File: config.mk
export PLATFORM = sky130hd
export DESIGN_NAME = kmap_sweep_ctrl
export DESIGN_NICKNAME = d
export VERILOG_FILES = /design/src/rtl/kmap_sweep_ctrl.sv
export SDC_FILE = /design/constraint.sdc
export NUM_CORES = 1
export LEC_CHECK = 0
export CAP_MARGIN = 20
export CELL_PAD_IN_SITES_DETAIL_PLACEMENT = 0
export CELL_PAD_IN_SITES_GLOBAL_PLACEMENT = 1
export CORE_MARGIN = 2
export CORE_UTILIZATION = 44
export CTS_BUF_LIST = sky130_fd_sc_hd__clkbuf_16
export DETAILED_ROUTE_END_ITERATION = 6
export PLACE_DENSITY_LB_ADDON = 0.12
export SYNTH_ARGS = -nofsm -noshare
export SYNTH_HDL_FRONTEND = slang
export SYNTH_SLANG_ARGS = --single-unit
File: constraint.sdc
create_clock -name clk -period 7.8 [get_ports clk]
set_clock_uncertainty 0.2 [all_clocks]
set_input_delay 1.56 -clock clk [delete_from_list [all_inputs] [get_ports clk]]
set_output_delay 1.56 -clock clk [all_outputs]
set_load 0.02 [all_outputs]
File: src/rtl/kmap_sweep_ctrl.sv
// rtl/kmap_sweep_ctrl.sv - exhaustive truth-table sweep and self-check sequencer
module kmap_sweep_ctrl #(
    parameter int N_IN   = 4,
    parameter int SETTLE = 2
) (
    input  logic                 clk,
    input  logic                 areset,
    input  logic                 start,
    input  logic                 abort,
    input  logic [2**N_IN-1:0]   exp_table,
    input  logic [2**N_IN-1:0]   care_mask,
    output logic [N_IN-1:0]      fn_in,
    input  logic                 fn_out,
    output logic                 busy,
    output logic                 done,
    output logic                 pass,
    output logic [N_IN:0]        err_count,
    output logic                 first_err_vld,
    output logic [N_IN-1:0]      first_err_idx
);

    localparam int T  = 2**N_IN;
    localparam int CW = (SETTLE < 2) ? 1 : $clog2(SETTLE);
    localparam logic [CW-1:0]   CNT_LAST = CW'((SETTLE > 0) ? SETTLE - 1 : 0);
    localparam logic [N_IN-1:0] VEC_LAST = {N_IN{1'b1}};

    typedef enum logic [1:0] {
        ST_IDLE,
        ST_HOLD,
        ST_SAMPLE,
        ST_DONE
    } state_t;

    state_t          state;
    logic [CW-1:0]   settle_cnt;
    logic [T-1:0]    exp_q;
    logic [T-1:0]    care_q;
    logic            mism;
    logic [N_IN:0]   err_nxt;

    // Case-inequality so an X/Z from the function block is flagged, not masked.
    always_comb begin
        mism    = 1'b0;
        mism    = care_q[fn_in] && (fn_out !== exp_q[fn_in]);
        err_nxt = err_count + {{N_IN{1'b0}}, mism};
    end

    always_ff @(posedge clk or posedge areset) begin
        if (areset) begin
            state         <= ST_IDLE;
            settle_cnt    <= '0;
            exp_q         <= '0;
            care_q        <= '0;
            fn_in         <= '0;
            busy          <= 1'b0;
            done          <= 1'b0;
            pass          <= 1'b0;
            err_count     <= '0;
            first_err_vld <= 1'b0;
            first_err_idx <= '0;
        end else begin
            done <= 1'b0;
            case (state)
                ST_IDLE: begin
                    if (start) begin
                        exp_q         <= exp_table;
                        care_q        <= care_mask;
                        err_count     <= '0;
                        first_err_vld <= 1'b0;
                        first_err_idx <= '0;
                        pass          <= 1'b0;
                        fn_in         <= '0;
                        settle_cnt    <= '0;
                        busy          <= 1'b1;
                        state         <= (SETTLE == 0) ? ST_SAMPLE : ST_HOLD;
                    end
                end
                ST_HOLD: begin
                    if (abort) begin
                        state      <= ST_IDLE;
                        fn_in      <= '0;
                        busy       <= 1'b0;
                        pass       <= 1'b0;
                        settle_cnt <= '0;
                    end else if (settle_cnt == CNT_LAST) begin
                        settle_cnt <= '0;
                        state      <= ST_SAMPLE;
                    end else begin
                        settle_cnt <= settle_cnt + CW'(1);
                    end
                end
                ST_SAMPLE: begin
                    if (abort) begin
                        state      <= ST_IDLE;
                        fn_in      <= '0;
                        busy       <= 1'b0;
                        pass       <= 1'b0;
                        settle_cnt <= '0;
                    end else begin
                        err_count <= err_nxt;
                        if (mism && !first_err_vld) begin
                            first_err_vld <= 1'b1;
                            first_err_idx <= fn_in;
                        end
                        // Last vector: no wrap, report on the following cycle.
                        if (fn_in == VEC_LAST) begin
                            state <= ST_DONE;
                            fn_in <= '0;
                            busy  <= 1'b0;
                            done  <= 1'b1;
                            pass  <= (err_nxt == '0);
                        end else begin
                            fn_in <= fn_in + 1'b1;
                            state <= (SETTLE == 0) ? ST_SAMPLE : ST_HOLD;
                        end
                    end
                end
                ST_DONE: begin
                    state <= ST_IDLE;
                end
                default: begin
                    state <= ST_IDLE;
                end
            endcase
        end
    end

endmodule

# Word level (Yosys, flattened, before mapping)
# Cells that the tools add are included.
# op_classes
order_cmp	1
addsub	3
multipliers	0
mux	39
bitwise_logic	0
eq_ne	12
n_div	0
n_shift	0
n_reduce_logical	14
# ops
op	n
$mux 4	6
$mux 1	16
$pmux 4 s3	1
$mux 2	5
$mux 5	2
$ne 2x2->1 const B	5
$pmux 5 s2	1
$pmux 1 s3	3
$reduce_and 3->1	3
$bmux 1 s4	2
$pmux 2 s4	1
$pmux 4 s2	1
$reduce_and 4->1	2
$ne 3x3->1 const B	2
$add 5x1->5	1
$logic_not 5->1	1
$lt 4x5->1 const B	1
$add 4x1->4 const B	1
$eq 2x2->1 const B	2
$eq 4x4->1 const B	1
$reduce_and 2->1	2
$reduce_bool 3->1	1
$eq 2x1->1 const B	1
$logic_and 1x1->1	2
other kinds (6)	6
# word_totals
out_inout_bits	17
ff_bits	52
inputBits	37
word_cells	80
latchBits	0
ramBits	0
mem_bits_ro	0
mem_count	0

# Logic depth before layout (Yosys ltp)
# Gate-level depths: netlist of the first run.
# depth
ltp_word	9
mapped_depth	14
depth_no_buf	12

# Least setup slack after synthesis of the first run
# No wires, ideal clock.
# synth_path
kind	input -> register
startpoint	input port fn_out
endpoint	register err_count[4]
path_slack_ns	4.526
setup_time_ns	0.121
t_arrival_ns	2.953
path_buffers	0
stages	8
path_cell_list	xor2_1 > and2_1 > ha_1 > ha_1 > nor2b_1 > nand3_1 > a21o_1 > a22o_1
# synth_between
elab_chain_len	5
# synth_rtl
element	line	source
from (decl)	13	input logic fn_out,
$nex 1x1->1	44	mism = care_q[fn_in] && (fn_out !== exp_q[fn_in]);
$logic_and 1x1->1	44	
$add 5x1->5	45	err_nxt = err_count + {{N_IN{1'b0}}, mism};
$mux 5	93	if (abort) begin
$pmux 5 s2	63	case (state)
to (signal assigned)	100	err_count <= err_nxt;
to (decl)	17	output logic [N_IN:0] err_count,
# Every way passes these cells. The select of a mux whose other input is x is not followed.
# A chain may end at the register's enable or synchronous reset.

# Worst setup path in the final report of the first run
# layout_path
startpoint	register fn_in[0]
endpoint	output port fn_in[0]
# layout_lines
element	line	source
from (decl)	12	output logic [N_IN-1:0] fn_in,
from (signal assigned)	113	fn_in <= fn_in + 1'b1;
# No word-level cell between the ends.

==> impl_metrics.toml, run 1 <==
[worst_setup_path]
regToRegEndpoint = "err_count[4]$_DFFE_PP0P_"
cp_slowest_stage_delay_ns = 0.88
arrival_ns = 1.92
rrSetupSlack_ns = 4.20
start_kind = "flop"
reg2reg_depth = 12
path_class = "reg -> out"
slowest_stage = "dfrtp_1"
critPathMaxFanout = 18
timing.rr.start = "fn_in[0]$_DFFE_PP0P_"
critPathLaunch = "fn_in[0]$_DFFE_PP0P_"
cp.buffers_inverters = 1
worstSetupEndpointType = "output pin"
required_ns = 6.04
path_cells = "clkdlybuf4s50_1"
crit_family = "flip-flops"

[outcome]
status = "completed"

[clocking]
cts_tree = "done"
h-tree-depth = 2
ctsHoldBuffers = 0
cts_resized = 0
clk_latency_ns = 0.29
post_cts_buffers = 0
cts-root-buf = "clkbuf_16"
clk_pin_slew_ns = 0.07
cts_buffer_depth = 2
cts-buffers-inserted = 5
cts.sinks = 52

[layout]
diodes = 0
final_cells = 342
n_fill_cell = 517
drive_above_1_share_pct = 19.5
syn_to_final_growth_pct = 26.7
nets = 311

[pwr]
leakage_nw = 1.40
switchingPower_w = 0.000273
power_frac_seq_pct = 44.9
pwr-share-comb_pct = 32.5
intPower_w = 0.000654
power_w = 0.000927
power_density_nw_per_um2 = 277
pwr-share-clk_pct = 22.6
sw_frac_of_total_pct = 29.4
vdd_drop_max_mv = 0.139

[drt]
vias = 1823
vias_per_cell = 5.33
route.antenna.remaining_nets = 0
drcViolationCount = 0
first_pass_iters = 4
post_drt_wl_per_cell_um = 14.7
wl_mm = 5.03
drt_iter0_markers = 70

[yosys]
syn-cell-area_sq_um = 2640
yosysMostFrequentCell = "dfrtp_1"
avgSynthCellArea_sq_um = 12.1
yosys-top-cells-count = "dfrtp_1 (52), mux2_2 (36), o21ai_0 (13)"
yosysUniqueCellTypes = 36
ys_seq_area_share_pct = 49.3
yosysTopAreaCell = "dfrtp_1"
synthTopCellsByArea = "dfrtp_1 (49%), mux2_2 (15%), mux2i_1 (4.6%), mux4_2 (4.3%), ha_1 (3.3%)"
synth.top_cell.area_share_pct = 49.3
ys_async_sr_fraction_pct = 100
synth_edf_count = 0
syn_nets = 262
ys.flop_type = "dfrtp_1"
syn_inst = 218
ys_seq_elements = 52
synth_warnings = 0

[timing]
period_needed_ns = 3.68
hold_viol = 0
setup_viol = 0
max_freq_ghz = 0.272
slew_violations = 0
fin_crit_sh_pct = 47.2
slew_headroom_pct = 44.7
worstMarginPinSlew_ns = 0.829
setup_slack_ns = 4.12
rsz0062_at_grt = "false"
final.setup.tns_ns = 0

[worst_hold_path]
hp-class = "reg -> reg"
min_path_cells = 2
min_to = "busy$_DFFE_PP0P_"
hp-start = "busy$_DFFE_PP0P_"

[global_routing]
first_global_vias = 1746
grt.busiest_layer = "met2"
grt_pass1_wl_mm = 8.20
grt_overflow = 0
met2_usage_pct = 27.5
grt_usage_pct = 16.3
met1_usage_pct = 20.8
antenna_found_initial = 0
met3_usage_pct = 3.30
grt_max_degree = 53

[die]
start_util_pct = 45.1
die_area_sq_um = 6630
rows = 28
io_pins = 54
coreArea_sq_um = 5850
die_w_um = 81.4
chipHeight_um = 81.4

[run]
maxCapViolations = 0

[place]
place_inst = 335
io_buffers = 53
pre_cts_ws_ns = 3.90
gp_congestion = 0.735
hpwl_mm = 3.51
[flip-flops by register name, indices dropped and copies added (netlist names)]
register       count
care_q            16
exp_q             16
err_count          5
first_err_idx      4
fn_in              4
state              2
busy               1
done               1
first_err_vld      1
pass               1
settle_cnt         1
[power groups by stage]
stage | clock network, W | registers, W | logic [W]
6_report | 0.000210 | 0.000416 | 0.000301
5_1_grt | 0.000228 | 0.000427 | 0.000335
4_1_cts | 0.000217 | 0.000418 | 0.000307
3_5_place_dp | 0 | 0.000422 | 0.000306
3_3_place_gp | 0 | 0.000418 | 0.000303
2_1_floorplan | 0 | 0.000407 | 0.000238
[per-layer routing]
layer,routed length [um],vias up
met2,2460,42
met5,0,-
met1,2280,889
met4,69,0
li1,-,885
met3,218,7
[cell usage in the layout, fill, tap and decap left out, types with 6 or more instances in the layout]
cell	instances
clkdlybuf4s50_1	53
dfrtp_1	52
mux2_2	36
o21ai_0	13
nor2_1	12
mux2i_1	12
nand2_1	11
nor2b_1	10
ha_1	7
nand3_1	6
nor3_1	6
[area by class of cell]
class / instances / area (sq um) / share of cell area, %
Sequential cell: 52 / 1300 / 38.9
Multi-Input combinational cell: 149 / 1250 / 37.4
Timing Repair Buffer: 55 / 546 / 16.3
Clock buffer: 5 / 125 / 3.74
Tap cell: 75 / 93.8 / 2.81
Inverter: 4 / 15.0 / 0.449
Clock inverter: 2 / 12.5 / 0.374
[how the worst max path moves through the flow]
stage | endpoint | slack [ns] | depth (start not counted)
3_5_place_dp | err_count[4]$_DFFE_PP0P_ | 3.90 | 9
6_report | fn_in[0] | 4.12 | 1
2_1_floorplan | err_count[4]$_DFFE_PP0P_ | 4.53 | 8
4_1_cts | fn_in[0] | 4.06 | 1
5_1_grt | err_count[4]$_DFFE_PP0P_ | 3.92 | 12
3_3_place_gp | err_count[4]$_DFFE_PP0P_ | 3.93 | 9
[kinds of logic (layout without fill, tap and decap cells)]
kind of cell             Yosys count  count (layout)  synth area share, %
XOR/XNOR                           2               2                0.664
adder cells (fa/ha/maj)            7               7                 3.32
AO/OA/AOI/OAI                     30              30                 7.26
buffers and inverters             17              66                 3.32
multiplexers                      54              54                 25.2
flip-flops                        52              52                 49.3
AND/OR/NAND/NOR                   56              56                 10.9
[metrics by stage]
step	util [%]	area, sq um	hold slack [ns]
CTS	57.1	3340	0.291
floorplan	-	2640	0.270
finish	57.1	3340	0.280
global placement	54.8	3200	0.273
global route	57.1	3340	0.317
detailed placement	54.8	3200	0.273
(Power assumes the default switching activity.)
==> inputs of run 2 (changes only) <==
Settings changed: CORE_UTILIZATION 44 to 41.
Clock period 7.8 ns to 3.45 ns, I/O delays scaled along.
==> run 2 against run 1 <==
- routed wire length increased by 5.1%
- combinational power increased by 130%
- non-clock buffer count increased by 5
- core utilization decreased by 2.3 points
- via count increased by 0.22%
- clock power increased to 3.0 times the previous value
- hold slack improved by 0.0056 ns
- sequential cell count unchanged
- count of clock-buffer cells in the layout unchanged
- global-route usage decreased by 0.33 points
- sequential power increased by 130%
- total power increased by 140%
==> impl_metrics.toml, run 2 (synthesis gave the netlist of run 1 again) <==
[global_routing]
first_global_vias = 1837
grt_pass1_wl_mm = 9.06
grt_max_degree = 34
met2_usage_pct = 25.8
met3_usage_pct = 2.46
met1_usage_pct = 22.3
grt_usage_pct = 15.9
grt.busiest_layer = "met2"
grt_overflow = 0
antenna_found_initial = 0

[drt]
vias = 1827
route.antenna.remaining_nets = 0
drcViolationCount = 0
wl_mm = 5.28
drt_iter0_markers = 36
vias_per_cell = 5.23
post_drt_wl_per_cell_um = 15.1
first_pass_iters = 4

[place]
io_buffers = 53
gp_congestion = 0.739
pre_cts_ws_ns = 0.231
place_inst = 342
hpwl_mm = 3.80

[worst_setup_path]
start_kind = "flop"
path_class = "reg -> reg"
worstSetupEndpointType = "flop"
required_ns = 3.43
critPathMaxFanout = 12
arrival_ns = 3.19

[pwr]
vdd_drop_max_mv = 0.278
leakage_nw = 1.46
power_w = 0.00227
power_density_nw_per_um2 = 658

[clocking]
h-tree-depth = 2
cts_tree = "done"
ctsHoldBuffers = 0
cts.sinks = 52
cts-buffers-inserted = 5
cts_resized = 0
clk_latency_ns = 0.28
cts_buffer_depth = 2
clk_pin_slew_ns = 0.07
post_cts_buffers = 0
cts-root-buf = "clkbuf_16"

[run]
maxCapViolations = 0

[layout]
drive_above_1_share_pct = 21.0
diodes = 0
final_common_cell = "clkdlybuf4s50_1"
reg_top3 = "care_q (16), exp_q (16), err_count (5)"
final_cells = 349
layout_common_cells = "clkdlybuf4s50_1 (53), dfrtp_1 (52), mux2_2 (36), o21ai_0 (13)"
nets = 316
post-route-util_pct = 54.8
n_fill_cell = 564
syn_to_final_growth_pct = 30.5

[timing]
worstMarginPinSlew_ns = 0.624
slew_violations = 0
period_needed_ns = 3.21
setup_viol = 0
hold_viol = 0
fin_crit_sh_pct = 93.1
rsz0062_at_grt = "false"
setup_slack_ns = 0.239
slew_headroom_pct = 58.3
final.setup.tns_ns = 0
max_freq_ghz = 0.311

[die]
coreArea_sq_um = 6280
die_area_sq_um = 7090
io_pins = 54
chipHeight_um = 84.2
rows = 29
die_w_um = 84.2
start_util_pct = 42.0

[worst_hold_path]
hp-class = "reg -> reg"

[outcome]
status = "completed"
==> run 2: cell count changes in the layout (fill, tap and decap cells not counted) <==
cell / previous run / this run
buf_4: 2 / 6
clkinv_2: 1 / 0
bufinv_16: 0 / 2
clkinvlp_4: 1 / 0
buf_12: 0 / 1
==> run 2: critical path: stages (launching register included) <==
cell,delay [ns]
dfrtp_1,0.37
buf_4,0.19
mux2i_1,0.13
mux4_2,0.48
mux2i_1,0.18
xor2_1,0.21
and2_1,0.18
ha_1,0.17
ha_1,0.22
nor2b_1,0.23
nand3_1,0.12
a21o_1,0.20
a22o_1,0.22
==> run 2: metal layers <==
layer  routed length [um]  up-vias
met2                 2580       35
li1                     -      895
met5                    0        -
met1                 2490      893
met4                   49        0
met3                  154        4
==> run 2: cell type report <==
| type | instances | area [sq um] | share of cell area [%] |
|---|---|---|---|
| tap | 77 | 96.3 | 2.80 |
| sequential | 52 | 1300 | 37.8 |
| clock inverter | 2 | 60.1 | 1.74 |
| multi-input combinational | 149 | 1250 | 36.3 |
| inverter | 4 | 15.0 | 0.436 |
| clock buffer | 5 | 125 | 3.64 |
| timing repair buffer | 60 | 596 | 17.3 |
==> run 2: path summary, 6_finish.rpt <==
check,startpoint,to,slack [ns],cells past startpoint
max,fn_in[0]$_DFFE_PP0P_,err_count[4]$_DFFE_PP0P_,0.24,12
min,busy$_DFFE_PP0P_,busy$_DFFE_PP0P_,0.29,2
max reg2reg,fn_in[0]$_DFFE_PP0P_,err_count[4]$_DFFE_PP0P_,0.24,12
min reg2reg,busy$_DFFE_PP0P_,busy$_DFFE_PP0P_,0.29,2
max in group asynchronous,areset,exp_q[7]$_DFFE_PP0P_,1.90,3
min in group asynchronous,areset,err_count[2]$_DFFE_PP0P_,0.60,2
==> run 2: stage by stage <==
stage                     area, sq um  hold slack (ns)
final                            3440            0.285
after global placement           3260            0.274
after floorplan                  2640            0.270
after detailed placement         3260            0.282
after global routing             3440            0.320
after CTS                        3440            0.298
==> run 2: report_power, final <==
| group | switching (W) | leakage, nW | internal [W] |
|---|---|---|---|
| clock | 0.000217 | 0.0899 | 0.000412 |
| sequential | 0.000112 | 0.650 | 0.000824 |
| combinational | 0.000300 | 0.718 | 0.000401 |
| total | 0.000629 | 1.46 | 0.00164 |
==> inputs of run 3 (changes only) <==
Settings changed: CORE_MARGIN 2 to 3, CORE_UTILIZATION 41 to 50, DONT_BUFFER_PORTS from default to 1.
==> run 3 against run 2 <==
- cell area down 16%
- count of clock-buffer cells in the layout unchanged
- via count down 6.8%
- hold slack better by 0.021 ns
- final cell count down 18%
- sequential share of layout area up 7.4 points
- global-route usage up 2.7 points
- first-iteration DRC count up 36%
- setup slack worse by 0.020 ns
- clock power down 22%
- die area down 13%
- combinational power down 9.4%
- largest power group unchanged
- highest routed layer unchanged
==> impl_metrics.toml, run 3 (synthesis gave the netlist of run 1 again) <==
[pwr]
power_frac_seq_pct = 46.0
vdd_drop_max_mv = 0.364
pwr-share-clk_pct = 23.5
leakage_nw = 1.25
sw_frac_of_total_pct = 30.7
pwr-share-comb_pct = 30.4
power_density_nw_per_um2 = 724
switchingPower_w = 0.000639
intPower_w = 0.00144

[clocking]
clk_pin_slew_ns = 0.07
cts-buffers-inserted = 5
clk_latency_ns = 0.29
cts_buffer_depth = 2
cts_tree = "done"
h-tree-depth = 2
cts.sinks = 52
cts-root-buf = "clkbuf_16"

[timing]
final.setup.tns_ns = 0
rsz0062_at_grt = "false"
slew_violations = 0
worstMarginPinSlew_ns = 0.570
hold_viol = 0
slew_headroom_pct = 61.9
setup_viol = 0
fin_crit_sh_pct = 93.7
max_freq_ghz = 0.309
period_needed_ns = 3.23

[drt]
wl_mm = 5.19
route.antenna.remaining_nets = 0
drt_iter0_markers = 49
drcViolationCount = 0
vias = 1703
first_pass_iters = 4
post_drt_wl_per_cell_um = 18.1
vias_per_cell = 5.93

[layout]
final_common_cell = "dfrtp_1"
drive_above_1_share_pct = 26.4
layout_common_cells = "dfrtp_1 (52), mux2_2 (36), o21ai_0 (13), nor2_1 (12), mux2i_1 (12)"
postLayoutCellArea_sq_um = 2880
nets = 263
syn_to_final_growth_pct = 9.16
reg_top3 = "care_q (16), exp_q (16), err_count (5)"
final_cells = 287
diodes = 0

[worst_setup_path]
arrival_ns = 3.21
critPathMaxFanout = 13
path_class = "reg -> reg"
start_kind = "flop"
worstSetupEndpointType = "flop"
required_ns = 3.43

[global_routing]
grt_overflow = 0
grt_max_degree = 53
grt_usage_pct = 18.6
grt_pass1_wl_mm = 8.96
antenna_found_initial = 0
first_global_vias = 1811

[place]
gp_congestion = 0.779
place_inst = 277
hpwl_mm = 3.89
dpl_cell_area_sq_um = 2700
io_buffers = 0

[worst_hold_path]
hp-class = "reg -> reg"

[die]
chipHeight_um = 78.6
io_pins = 54
coreArea_sq_um = 4910
die_area_sq_um = 6180
start_util_pct = 53.7
rows = 25
die_w_um = 78.6

[run]
maxCapViolations = 0

[outcome]
status = "completed"
-- run 3: cell types whose count changed in the layout (fill, tap and decap cells not counted), sizes merged --
cell and delta:
buf -1, bufinv -2, clkdlybuf4s50 -53, clkinv +2, dlygate4sd3 +1, inv +1
-- run 3: timing repair --
item                       in CTS  in global routing
hold buffers                    0                  1
buffers inserted                0                  0
setup endpoints to repair       0                  1
gates resized for setup         0                  1
hold endpoints to repair        0                  7
-- run 3: area by class of cell --
type	instances	area (sq um)
Sequential cell	52	1300
Timing Repair Buffer	7	80.1
Clock inverter	3	22.5
Fill cell	435	2030
Tap cell	67	83.8
Clock buffer	5	125
Multi-Input combinational cell	149	1250
Inverter	4	15.0
-- run 3: worst paths after layout --
check	start	end	slack [ns]	depth (start not counted)
worst max-delay path	fn_in[0]$_DFFE_PP0P_	err_count[4]$_DFFE_PP0P_	0.22	12
worst min-delay path	care_q[11]$_DFFE_PP0P_	care_q[11]$_DFFE_PP0P_	0.31	1
worst min register to register	care_q[11]$_DFFE_PP0P_	care_q[11]$_DFFE_PP0P_	0.31	1
min in group asynchronous	areset	care_q[6]$_DFFE_PP0P_	0.55	2
max in group asynchronous	areset	err_count[0]$_DFFE_PP0P_	2.02	3
worst max register to register	fn_in[0]$_DFFE_PP0P_	err_count[4]$_DFFE_PP0P_	0.22	12
-- run 3: metal layers --
metal  vias to the layer above  share of wire [%]  GRT usage, %
met1                       849                 43          23.1
li1                        798                  -             -
met3                         7                6.2          4.70
met4                         0                1.5          7.69
met2                        49                 49          30.9
met5                         -                  0             0
-- run 3: power groups by stage --
stage	clock network, W	logic [W]	registers, W
final	0.000490	0.000634	0.000960
after global routing	0.000536	0.000715	0.000988
after CTS	0.000505	0.000639	0.000963
after detailed placement	0	0.000640	0.000976
after global placement	0	0.000599	0.000965
after floorplan	0	0.000537	0.000919
-- run 3: critical path, cell delays in order (launching register included) --
cell	delay, ns
dfrtp_1	0.41
buf_12	0.17
mux2i_1	0.13
mux4_2	0.46
mux2i_1	0.17
xor2_1	0.24
and2_1	0.18
ha_1	0.18
ha_1	0.24
nor2b_2	0.21
nand3_1	0.11
a21o_1	0.20
a22o_1	0.22
-- run 3: metrics by stage --
step / total power, W / hold WS, ns / setup WS [ns] / utilization (%)
6_report: 0.00208 / 0.307 / 0.219 / 58.6
2_1_floorplan: 0.00146 / 0.270 / 0.227 / -
3_5_place_dp: 0.00162 / 0.290 / 0.194 / 55.0
3_3_place_gp: 0.00156 / 0.283 / 0.282 / 55.0
4_1_cts: 0.00211 / 0.303 / 0.163 / 58.0
5_1_grt: 0.00224 / 0.314 / 0.0186 / 58.6
